==> src/rtl/lsu_mem_stage_pkg.sv <==
// Shared types for the MEM-stage load/store unit: decoded control, FSM states,
// captured memory request and the funct3 load/store width codes.
package lsu_mem_stage_pkg;

  localparam logic [2:0] F3_B  = 3'b000;
  localparam logic [2:0] F3_H  = 3'b001;
  localparam logic [2:0] F3_W  = 3'b010;
  localparam logic [2:0] F3_BU = 3'b100;
  localparam logic [2:0] F3_HU = 3'b101;

  typedef struct packed {
    logic       mem_read;
    logic       mem_write;
    logic [2:0] funct3;
    logic       reg_write;
  } control_type;

  typedef enum logic [1:0] {
    LSU_IDLE,
    LSU_REQ,
    LSU_WAIT
  } lsu_state_e;

  typedef struct packed {
    logic [31:0] addr;
    logic        we;
    logic [3:0]  be;
    logic [31:0] wdata;
  } lsu_req_t;

  // A faulting instruction must never update the register file.
  function automatic control_type lsu_kill_wr(control_type c);
    control_type r;
    r           = c;
    r.reg_write = 1'b0;
    return r;
  endfunction

endpackage

==> src/rtl/lsu_mem_stage_if.sv <==
// Data-memory port: valid/ready request channel plus valid-only response channel.
interface lsu_mem_stage_if #(
  parameter int ADDR_W = 32
);
  logic              dmem_req_valid;
  logic              dmem_req_ready;
  logic [ADDR_W-1:0] dmem_req_addr;
  logic              dmem_req_we;
  logic [3:0]        dmem_req_be;
  logic [31:0]       dmem_req_wdata;
  logic              dmem_rsp_valid;
  logic [31:0]       dmem_rsp_rdata;
  logic              dmem_rsp_err;

  modport master (
    output dmem_req_valid, dmem_req_addr, dmem_req_we, dmem_req_be, dmem_req_wdata,
    input  dmem_req_ready, dmem_rsp_valid, dmem_rsp_rdata, dmem_rsp_err
  );

  modport slave (
    input  dmem_req_valid, dmem_req_addr, dmem_req_we, dmem_req_be, dmem_req_wdata,
    output dmem_req_ready, dmem_rsp_valid, dmem_rsp_rdata, dmem_rsp_err
  );
endinterface

==> src/rtl/lsu_mem_stage_data_align.sv <==
// Combinational lane steering: store byte enables/data and misalignment for the
// incoming instruction, load extraction and extension for the returning word.
module lsu_mem_stage_data_align
  import lsu_mem_stage_pkg::*;
(
  input  logic [1:0]  st_off_i,
  input  logic [2:0]  st_funct3_i,
  input  logic [31:0] st_data_i,
  output logic [3:0]  st_be_o,
  output logic [31:0] st_wdata_o,
  output logic        misalign_o,
  input  logic [1:0]  ld_off_i,
  input  logic [2:0]  ld_funct3_i,
  input  logic [31:0] ld_word_i,
  output logic [31:0] ld_data_o
);
  logic [31:0] ld_shift;

  always_comb begin
    st_wdata_o = st_data_i << {st_off_i, 3'b000};
    case (st_funct3_i)
      F3_B, F3_BU: begin
        st_be_o    = 4'b0001 << st_off_i;
        misalign_o = 1'b0;
      end
      F3_H, F3_HU: begin
        st_be_o    = 4'b0011 << st_off_i;
        misalign_o = st_off_i[0];
      end
      // Unknown widths behave as full words.
      default: begin
        st_be_o    = 4'b1111;
        misalign_o = |st_off_i;
      end
    endcase
  end

  always_comb begin
    ld_shift = ld_word_i >> {ld_off_i, 3'b000};
    case (ld_funct3_i)
      F3_B:    ld_data_o = {{24{ld_shift[7]}}, ld_shift[7:0]};
      F3_BU:   ld_data_o = {24'h0, ld_shift[7:0]};
      F3_H:    ld_data_o = {{16{ld_shift[15]}}, ld_shift[15:0]};
      F3_HU:   ld_data_o = {16'h0, ld_shift[15:0]};
      default: ld_data_o = ld_word_i;
    endcase
  end
endmodule

==> src/rtl/lsu_mem_stage.sv <==
// MEM-stage load/store unit: issues one data-memory request per memory instruction,
// stalls upstream until the response (or timeout) and fills the MEM/WB register.
module lsu_mem_stage
  import lsu_mem_stage_pkg::*;
#(
  parameter int ADDR_W  = 32,
  parameter int TIMEOUT = 255
) (
  input  logic                   clk,
  input  logic                   reset,
  input  logic                   ex_valid,
  input  logic [31:0]            alu_data_in,
  input  logic [31:0]            memory_data_in,
  input  control_type            control_in,
  output logic                   stall,
  lsu_mem_stage_if.master        dmem,
  output logic                   wb_valid,
  output logic [31:0]            alu_data_out,
  output logic [31:0]            memory_data_out,
  output control_type            control_out,
  output logic                   misalign,
  output logic                   bus_err
);
  localparam int TIMEOUT_W = $clog2(TIMEOUT + 1);
  localparam int CNT_W     = (TIMEOUT_W < 1) ? 1 : TIMEOUT_W;
  localparam logic [CNT_W:0] TO_LIMIT = (CNT_W + 1)'(TIMEOUT);

  lsu_state_e     state_q;
  lsu_req_t       req_q;
  control_type    ctrl_q;
  logic [31:0]    alu_q;
  logic [CNT_W-1:0] cnt_q;

  logic           wb_valid_q;
  logic [31:0]    wb_alu_q;
  logic [31:0]    wb_mem_q;
  control_type    wb_ctrl_q;
  logic           wb_mis_q;
  logic           wb_err_q;

  logic [3:0]     st_be;
  logic [31:0]    st_wdata;
  logic           ex_mis;
  logic [31:0]    ld_data;
  logic           mem_op;
  logic           issue;
  logic           timeout;
  logic [CNT_W:0] cnt_inc;
  lsu_req_t       req_new;
  lsu_req_t       req_cur;

  lsu_mem_stage_data_align u_align (
    .st_off_i    (alu_data_in[1:0]),
    .st_funct3_i (control_in.funct3),
    .st_data_i   (memory_data_in),
    .st_be_o     (st_be),
    .st_wdata_o  (st_wdata),
    .misalign_o  (ex_mis),
    .ld_off_i    (req_q.addr[1:0]),
    .ld_funct3_i (ctrl_q.funct3),
    .ld_word_i   (dmem.dmem_rsp_rdata),
    .ld_data_o   (ld_data)
  );

  always_comb begin
    mem_op        = ex_valid & (control_in.mem_read | control_in.mem_write);
    issue         = (state_q == LSU_IDLE) & mem_op & ~ex_mis;
    cnt_inc       = {1'b0, cnt_q} + {{CNT_W{1'b0}}, 1'b1};
    timeout       = (TIMEOUT != 0) && (state_q == LSU_WAIT) && (cnt_inc == TO_LIMIT);
    req_new.addr  = alu_data_in;
    req_new.we    = control_in.mem_write;
    req_new.be    = control_in.mem_write ? st_be : 4'b1111;
    req_new.wdata = st_wdata;
    // In IDLE the request goes out the same cycle, straight from EX/MEM.
    req_cur       = (state_q == LSU_IDLE) ? req_new : req_q;
  end

  assign dmem.dmem_req_valid = issue | (state_q == LSU_REQ);
  assign dmem.dmem_req_addr  = req_cur.addr[ADDR_W-1:0];
  assign dmem.dmem_req_we    = req_cur.we;
  assign dmem.dmem_req_be    = req_cur.be;
  assign dmem.dmem_req_wdata = req_cur.wdata;

  assign stall = issue | (state_q == LSU_REQ) |
                 ((state_q == LSU_WAIT) & ~dmem.dmem_rsp_valid & ~timeout);

  always_ff @(posedge clk) begin
    if (reset) begin
      state_q    <= LSU_IDLE;
      req_q      <= '0;
      ctrl_q     <= '0;
      alu_q      <= '0;
      cnt_q      <= '0;
      wb_valid_q <= 1'b0;
      wb_alu_q   <= '0;
      wb_mem_q   <= '0;
      wb_ctrl_q  <= '0;
      wb_mis_q   <= 1'b0;
      wb_err_q   <= 1'b0;
    end else begin
      wb_valid_q <= 1'b0;
      unique case (state_q)
        LSU_IDLE: begin
          if (issue) begin
            req_q   <= req_new;
            ctrl_q  <= control_in;
            alu_q   <= alu_data_in;
            cnt_q   <= '0;
            state_q <= dmem.dmem_req_ready ? LSU_WAIT : LSU_REQ;
          end else if (ex_valid) begin
            wb_valid_q <= 1'b1;
            wb_alu_q   <= alu_data_in;
            wb_mem_q   <= '0;
            wb_ctrl_q  <= (mem_op & ex_mis) ? lsu_kill_wr(control_in) : control_in;
            wb_mis_q   <= mem_op & ex_mis;
            wb_err_q   <= 1'b0;
          end
        end
        LSU_REQ: begin
          if (dmem.dmem_req_ready) begin
            cnt_q   <= '0;
            state_q <= LSU_WAIT;
          end
        end
        LSU_WAIT: begin
          if (dmem.dmem_rsp_valid) begin
            wb_valid_q <= 1'b1;
            wb_alu_q   <= alu_q;
            wb_mem_q   <= (ctrl_q.mem_read & ~dmem.dmem_rsp_err) ? ld_data : 32'h0;
            wb_ctrl_q  <= dmem.dmem_rsp_err ? lsu_kill_wr(ctrl_q) : ctrl_q;
            wb_mis_q   <= 1'b0;
            wb_err_q   <= dmem.dmem_rsp_err;
            state_q    <= LSU_IDLE;
          end else if (timeout) begin
            wb_valid_q <= 1'b1;
            wb_alu_q   <= alu_q;
            wb_mem_q   <= '0;
            wb_ctrl_q  <= lsu_kill_wr(ctrl_q);
            wb_mis_q   <= 1'b0;
            wb_err_q   <= 1'b1;
            state_q    <= LSU_IDLE;
          end else begin
            cnt_q <= cnt_inc[CNT_W-1:0];
          end
        end
        default: state_q <= LSU_IDLE;
      endcase
    end
  end

  assign wb_valid        = wb_valid_q;
  assign alu_data_out    = wb_alu_q;
  assign memory_data_out = wb_mem_q;
  assign control_out     = wb_ctrl_q;
  assign misalign        = wb_mis_q;
  assign bus_err         = wb_err_q;
endmodule

==> src/flat_wrapper.sv <==
// flat-port wrapper written by rule: the top's interface ports become plain ports
module lsu_mem_stage_flat import lsu_mem_stage_pkg::*;
#(
  parameter int ADDR_W  = 32,
  parameter int TIMEOUT = 255
)
  (clk, reset, ex_valid, alu_data_in, memory_data_in, control_in, stall, wb_valid, alu_data_out, memory_data_out, control_out, misalign, bus_err, dmem_dmem_req_valid, dmem_dmem_req_addr, dmem_dmem_req_we, dmem_dmem_req_be, dmem_dmem_req_wdata, dmem_dmem_req_ready, dmem_dmem_rsp_valid, dmem_dmem_rsp_rdata, dmem_dmem_rsp_err);
  lsu_mem_stage_if #(.ADDR_W(ADDR_W)) dmem_i ();
  input  logic clk;
  input  logic reset;
  input  logic ex_valid;
  input  logic [31:0] alu_data_in;
  input  logic [31:0] memory_data_in;
  input  control_type control_in;
  output logic stall;
  output logic wb_valid;
  output logic [31:0] alu_data_out;
  output logic [31:0] memory_data_out;
  output control_type control_out;
  output logic misalign;
  output logic bus_err;
  output wire logic [$bits(dmem_i.dmem_req_valid)-1:0] dmem_dmem_req_valid;
  output wire logic [$bits(dmem_i.dmem_req_addr)-1:0] dmem_dmem_req_addr;
  output wire logic [$bits(dmem_i.dmem_req_we)-1:0] dmem_dmem_req_we;
  output wire logic [$bits(dmem_i.dmem_req_be)-1:0] dmem_dmem_req_be;
  output wire logic [$bits(dmem_i.dmem_req_wdata)-1:0] dmem_dmem_req_wdata;
  input wire logic [$bits(dmem_i.dmem_req_ready)-1:0] dmem_dmem_req_ready;
  input wire logic [$bits(dmem_i.dmem_rsp_valid)-1:0] dmem_dmem_rsp_valid;
  input wire logic [$bits(dmem_i.dmem_rsp_rdata)-1:0] dmem_dmem_rsp_rdata;
  input wire logic [$bits(dmem_i.dmem_rsp_err)-1:0] dmem_dmem_rsp_err;
  assign dmem_dmem_req_valid = dmem_i.dmem_req_valid;
  assign dmem_dmem_req_addr = dmem_i.dmem_req_addr;
  assign dmem_dmem_req_we = dmem_i.dmem_req_we;
  assign dmem_dmem_req_be = dmem_i.dmem_req_be;
  assign dmem_dmem_req_wdata = dmem_i.dmem_req_wdata;
  assign dmem_i.dmem_req_ready = dmem_dmem_req_ready;
  assign dmem_i.dmem_rsp_valid = dmem_dmem_rsp_valid;
  assign dmem_i.dmem_rsp_rdata = dmem_dmem_rsp_rdata;
  assign dmem_i.dmem_rsp_err = dmem_dmem_rsp_err;
  lsu_mem_stage #(.ADDR_W(ADDR_W), .TIMEOUT(TIMEOUT)) u_core (.clk(clk), .reset(reset), .ex_valid(ex_valid), .alu_data_in(alu_data_in), .memory_data_in(memory_data_in), .control_in(control_in), .stall(stall), .dmem(dmem_i), .wb_valid(wb_valid), .alu_data_out(alu_data_out), .memory_data_out(memory_data_out), .control_out(control_out), .misalign(misalign), .bus_err(bus_err));
endmodule
==> config.mk <==
export PLATFORM = sky130hd
export DESIGN_NAME = lsu_mem_stage_flat
export DESIGN_NICKNAME = d
export VERILOG_FILES = /design/src/rtl/lsu_mem_stage_pkg.sv /design/src/rtl/lsu_mem_stage_if.sv /design/src/rtl/lsu_mem_stage_data_align.sv /design/src/rtl/lsu_mem_stage.sv /design/src/flat_wrapper.sv
export SDC_FILE = /design/constraint.sdc
export NUM_CORES = 1
export LEC_CHECK = 0
export CAP_MARGIN = 20
export CORE_MARGIN = 1
export CORE_UTILIZATION = 47
export DETAILED_ROUTE_END_ITERATION = 8
export GPL_TIMING_DRIVEN = 1
export PLACE_DENSITY_LB_ADDON = 0.12
export SLEW_MARGIN = 30
export SYNTH_ARGS = -nofsm -noshare
export SYNTH_HDL_FRONTEND = slang
export SYNTH_SLANG_ARGS = --single-unit
==> constraint.sdc <==
create_clock -name clk -period 2.9 [get_ports clk]
set_input_delay 0.435 -clock clk [delete_from_list [all_inputs] [get_ports clk]]
set_output_delay 0.435 -clock clk [all_outputs]
set_load 0.02 [all_outputs]
==> flow_metrics.env <==
export IMPL_coreArea_um2=16500
export IMPL_min_path_type="flip-flop to flip-flop"
export IMPL_period_minus_slack_ns=2.83
export IMPL_slew_violations=0
export IMPL_gp_congestion=0.884
export IMPL_startpoint_type="flip-flop"
export IMPL_vdd_drop_max_mv=0.420
export IMPL_cts_buffers=17
export IMPL_synth_seq_cells=157
export IMPL_ys_warn_count=0
export IMPL_hold_start="u_core.req_q[8]"
export IMPL_syn_nets=1230
export IMPL_die_area_um2=17300
export IMPL_die_w_um=132
export IMPL_p_total_w=0.00608
export IMPL_ctsLongestPathBuffers=2
export IMPL_multiInputGateArea_um2=4380
export IMPL_cts_root_buf="clkbuf_16"
export IMPL_critical_path_peak_fanout=5
export IMPL_rsz0062_at_grt="true"
export IMPL_seq_area_um2=3140
export IMPL_htreeDepth=4
export IMPL_die_h_um=132
export IMPL_status="complete, no violations"
export IMPL_ant_nets=0
export IMPL_fmax_mhz=353
export IMPL_grt_pass1_vias=8095
export IMPL_cts_hold_buf=0
export IMPL_io_pins=252
export IMPL_intPower_w=0.00432
export IMPL_required_ns=2.47
export IMPL_path_class="flip-flop to output port"
export IMPL_grt_pass1_wl_um=40900
export IMPL_switching_share=0.289
export IMPL_drc=0
export IMPL_cts_tree="built"
export IMPL_finalHoldViolations=0
export IMPL_timing_final_crit_share=0.977
export IMPL_arrival_ns=2.40
export IMPL_cts_sinks=157
export IMPL_reg2reg_to="u_core.alu_data_out[9]"
export IMPL_start_util=0.478
export IMPL_setup_viol=0
export IMPL_p_leak_nw=4.44
export IMPL_async_reset_ff_frac=0
export IMPL_relSlewSlack=0.450
export IMPL_worstRegToRegCells=9
export IMPL_dr_total_vias=8697
export IMPL_drive_above_1_share=0.0838
export IMPL_fin_nets=1458
export IMPL_skew_ns=0.00884
export IMPL_cts_clk_slew_worst_paths_ns=0.06
export IMPL_drv_cap=0
export IMPL_portBuffers=251
export IMPL_grt_ovfl_total=0
export IMPL_synth_edf_count=0
export IMPL_p_clk_frac=0.387
export IMPL_p_switching_w=0.00176
export IMPL_end_kind="output port"
export IMPL_yosysUniqueCellTypes=46
export IMPL_synth_area_per_cell_um2=7.06
export IMPL_tightest_slew_ns=0.824
export IMPL_whs_endpoint="u_core.req_q[8]"
export IMPL_hpwl_um=17000
export IMPL_grtUsageTotal=0.291
export IMPL_drtPass1Iterations=7
export IMPL_first_iter_violations=685
export IMPL_drt_total_wl_um=25300
export IMPL_ys_seq_area_frac=0.398
export IMPL_synth_area_um2=7910
export IMPL_power_density_nw_per_um2=530
export IMPL_seq_power_share=0.386
export IMPL_p_comb_frac=0.227
export IMPL_rows=47
export IMPL_wl_per_cell_um=16.0
export IMPL_synth_ff_type="dfxtp_1"
export IMPL_tns_ns=0
export IMPL_worstReg2RegStart="u_core.cnt_q[0]"
export IMPL_grt_max_degree=54
export IMPL_vias_per_cell=5.50
export IMPL_fill_cells=1423
export IMPL_area_growth_pct=45.2
export IMPL_diodes=0
export IMPL_r2r_setup_slack_ns=0.13
export IMPL_antenna_found_initial=0
export IMPL_whs_path_depth=2
export IMPL_synth_cells=1120
export IMPL_worstSkewPairLatency_ns=0.42
## kinds of logic after synthesis
| family | Yosys count | synth area share |
|---|---|---|
| mux | 36 | 0.0468 |
| xor+xnor | 2 | 0.00222 |
| fa+ha+maj | 2 | 0.00316 |
| flops | 157 | 0.398 |
| simple gates | 511 | 0.254 |
| buf+inv | 106 | 0.0546 |
| compound gates | 306 | 0.241 |
## stage by stage
stage | area [um^2] | worst slack [ns] | cells | util | hold slack, ns
6_report | 11500 | 0.0681 | 1580 | 0.695 | 0.456
5_1_grt | 11500 | -0.0297 | 1580 | 0.695 | 0.476
4_1_cts | 11400 | 0.0292 | 1578 | 0.691 | 0.455
3_5_place_dp | 10800 | -0.175 | 1547 | 0.653 | 0.447
3_3_place_gp | 10800 | -0.0822 | 1547 | 0.653 | 0.443
2_1_floorplan | 7910 | 0.439 | 1120 | - | 0.437
## synthesized netlist by cell type, types with 3 or more instances
library cell	n	area, um^2
nand2_1	385	1450
dfxtp_1	157	3140
a21oi_1	126	631
nor2_1	80	300
clkbuf_1	74	278
o21ai_0	61	305
a311oi_1	37	324
mux2i_1	28	280
nand3_1	23	115
a31oi_1	18	113
a211oi_1	16	120
a22o_1	9	78.8
buf_2	9	45.0
a22oi_1	8	60.1
buf_1	8	30.0
inv_1	8	30.0
mux2_2	8	90.1
o211ai_1	8	60.1
o2bb2ai_1	7	61.3
buf_4	6	45.0
nand2b_1	5	31.3
nor3_1	3	15.0
o32ai_1	3	26.3
## registers in the layout, summed over array words and instances, names as in the netlist
name,cells
u_core.memory_data_out,32
u_core.wb_valid,1
u_core.state_q,2
u_core.alu_data_out,32
u_core.cnt_q,8
u_core.ctrl_q,5
u_core.req_q,69
u_core.misalign,1
u_core.bus_err,1
u_core.control_out,6
## power groups by stage
stage | registers (W) | logic, W | clock network, W
after floorplan | 0.00244 | 0.000655 | 0
after global placement | 0.00239 | 0.00137 | 0
after detailed placement | 0.00239 | 0.00138 | 0
after CTS | 0.00234 | 0.00138 | 0.00237
after global routing | 0.00235 | 0.00150 | 0.00247
final | 0.00234 | 0.00138 | 0.00235
## placed cells by master (no fill, tap or decap), types with 23 or more instances in the layout
master	netlist	final
a21oi_1	126	126
a311oi_1	37	37
buf_4	6	50
clkdlybuf4s50_1	0	233
dfxtp_1	157	157
mux2i_1	28	28
nand2_1	385	384
nand3_1	23	23
nor2_1	80	76
o21ai_0	61	61
## routing by layer
| layer | up-vias | part of all wire | global-route usage |
|---|---|---|---|
| met2 | 353 | 0.46 | 0.464 |
| met1 | 4020 | 0.44 | 0.388 |
| met4 | 0 | 0.020 | 0.0982 |
| met3 | 37 | 0.074 | 0.0667 |
| li1 | 4287 | - | - |
| met5 | - | 0 | 0 |
## worst max-delay path, cell delays in order, from the launching register on
cell	delay, ns
dfxtp_1	0.34
ha_2	0.20
nand3_2	0.13
or3_4	0.37
a2111oi_4	0.47
a211o_1	0.24
nand2_1	0.06
buf_2	0.18
## worst max path at each step
stage	start	to	slack, ns	depth (start not counted)
final	u_core.cnt_q[0]	stall	0.07	7
after CTS	u_core.cnt_q[0]	stall	0.03	7
after global placement	alu_data_in[0]	u_core.control_out[5]	-0.08	8
after floorplan	u_core.cnt_q[0]	stall	0.44	7
after detailed placement	alu_data_in[0]	u_core.alu_data_out[21]	-0.17	8
after global routing	u_core.cnt_q[1]	stall	-0.03	7
## layout make-up
cell class | count | share of cell area
Clock buffer | 20 | 0.0407
Inverter | 9 | 0.00294
Timing Repair Buffer | 306 | 0.263
Clock inverter | 11 | 0.0137
Multi-Input combinational cell | 857 | 0.382
Tap cell | 220 | 0.0240
Sequential cell | 157 | 0.274
## timing repair
action / 4_1_cts / 5_1_grt
resized for setup: 6 / 18
endpoints found under the setup margin: 4 / 28
pin swaps: 2 / 3
gates cloned: 0 / 0
setup buffers: 0 / 1
Power figures use the tool's default switching activity.
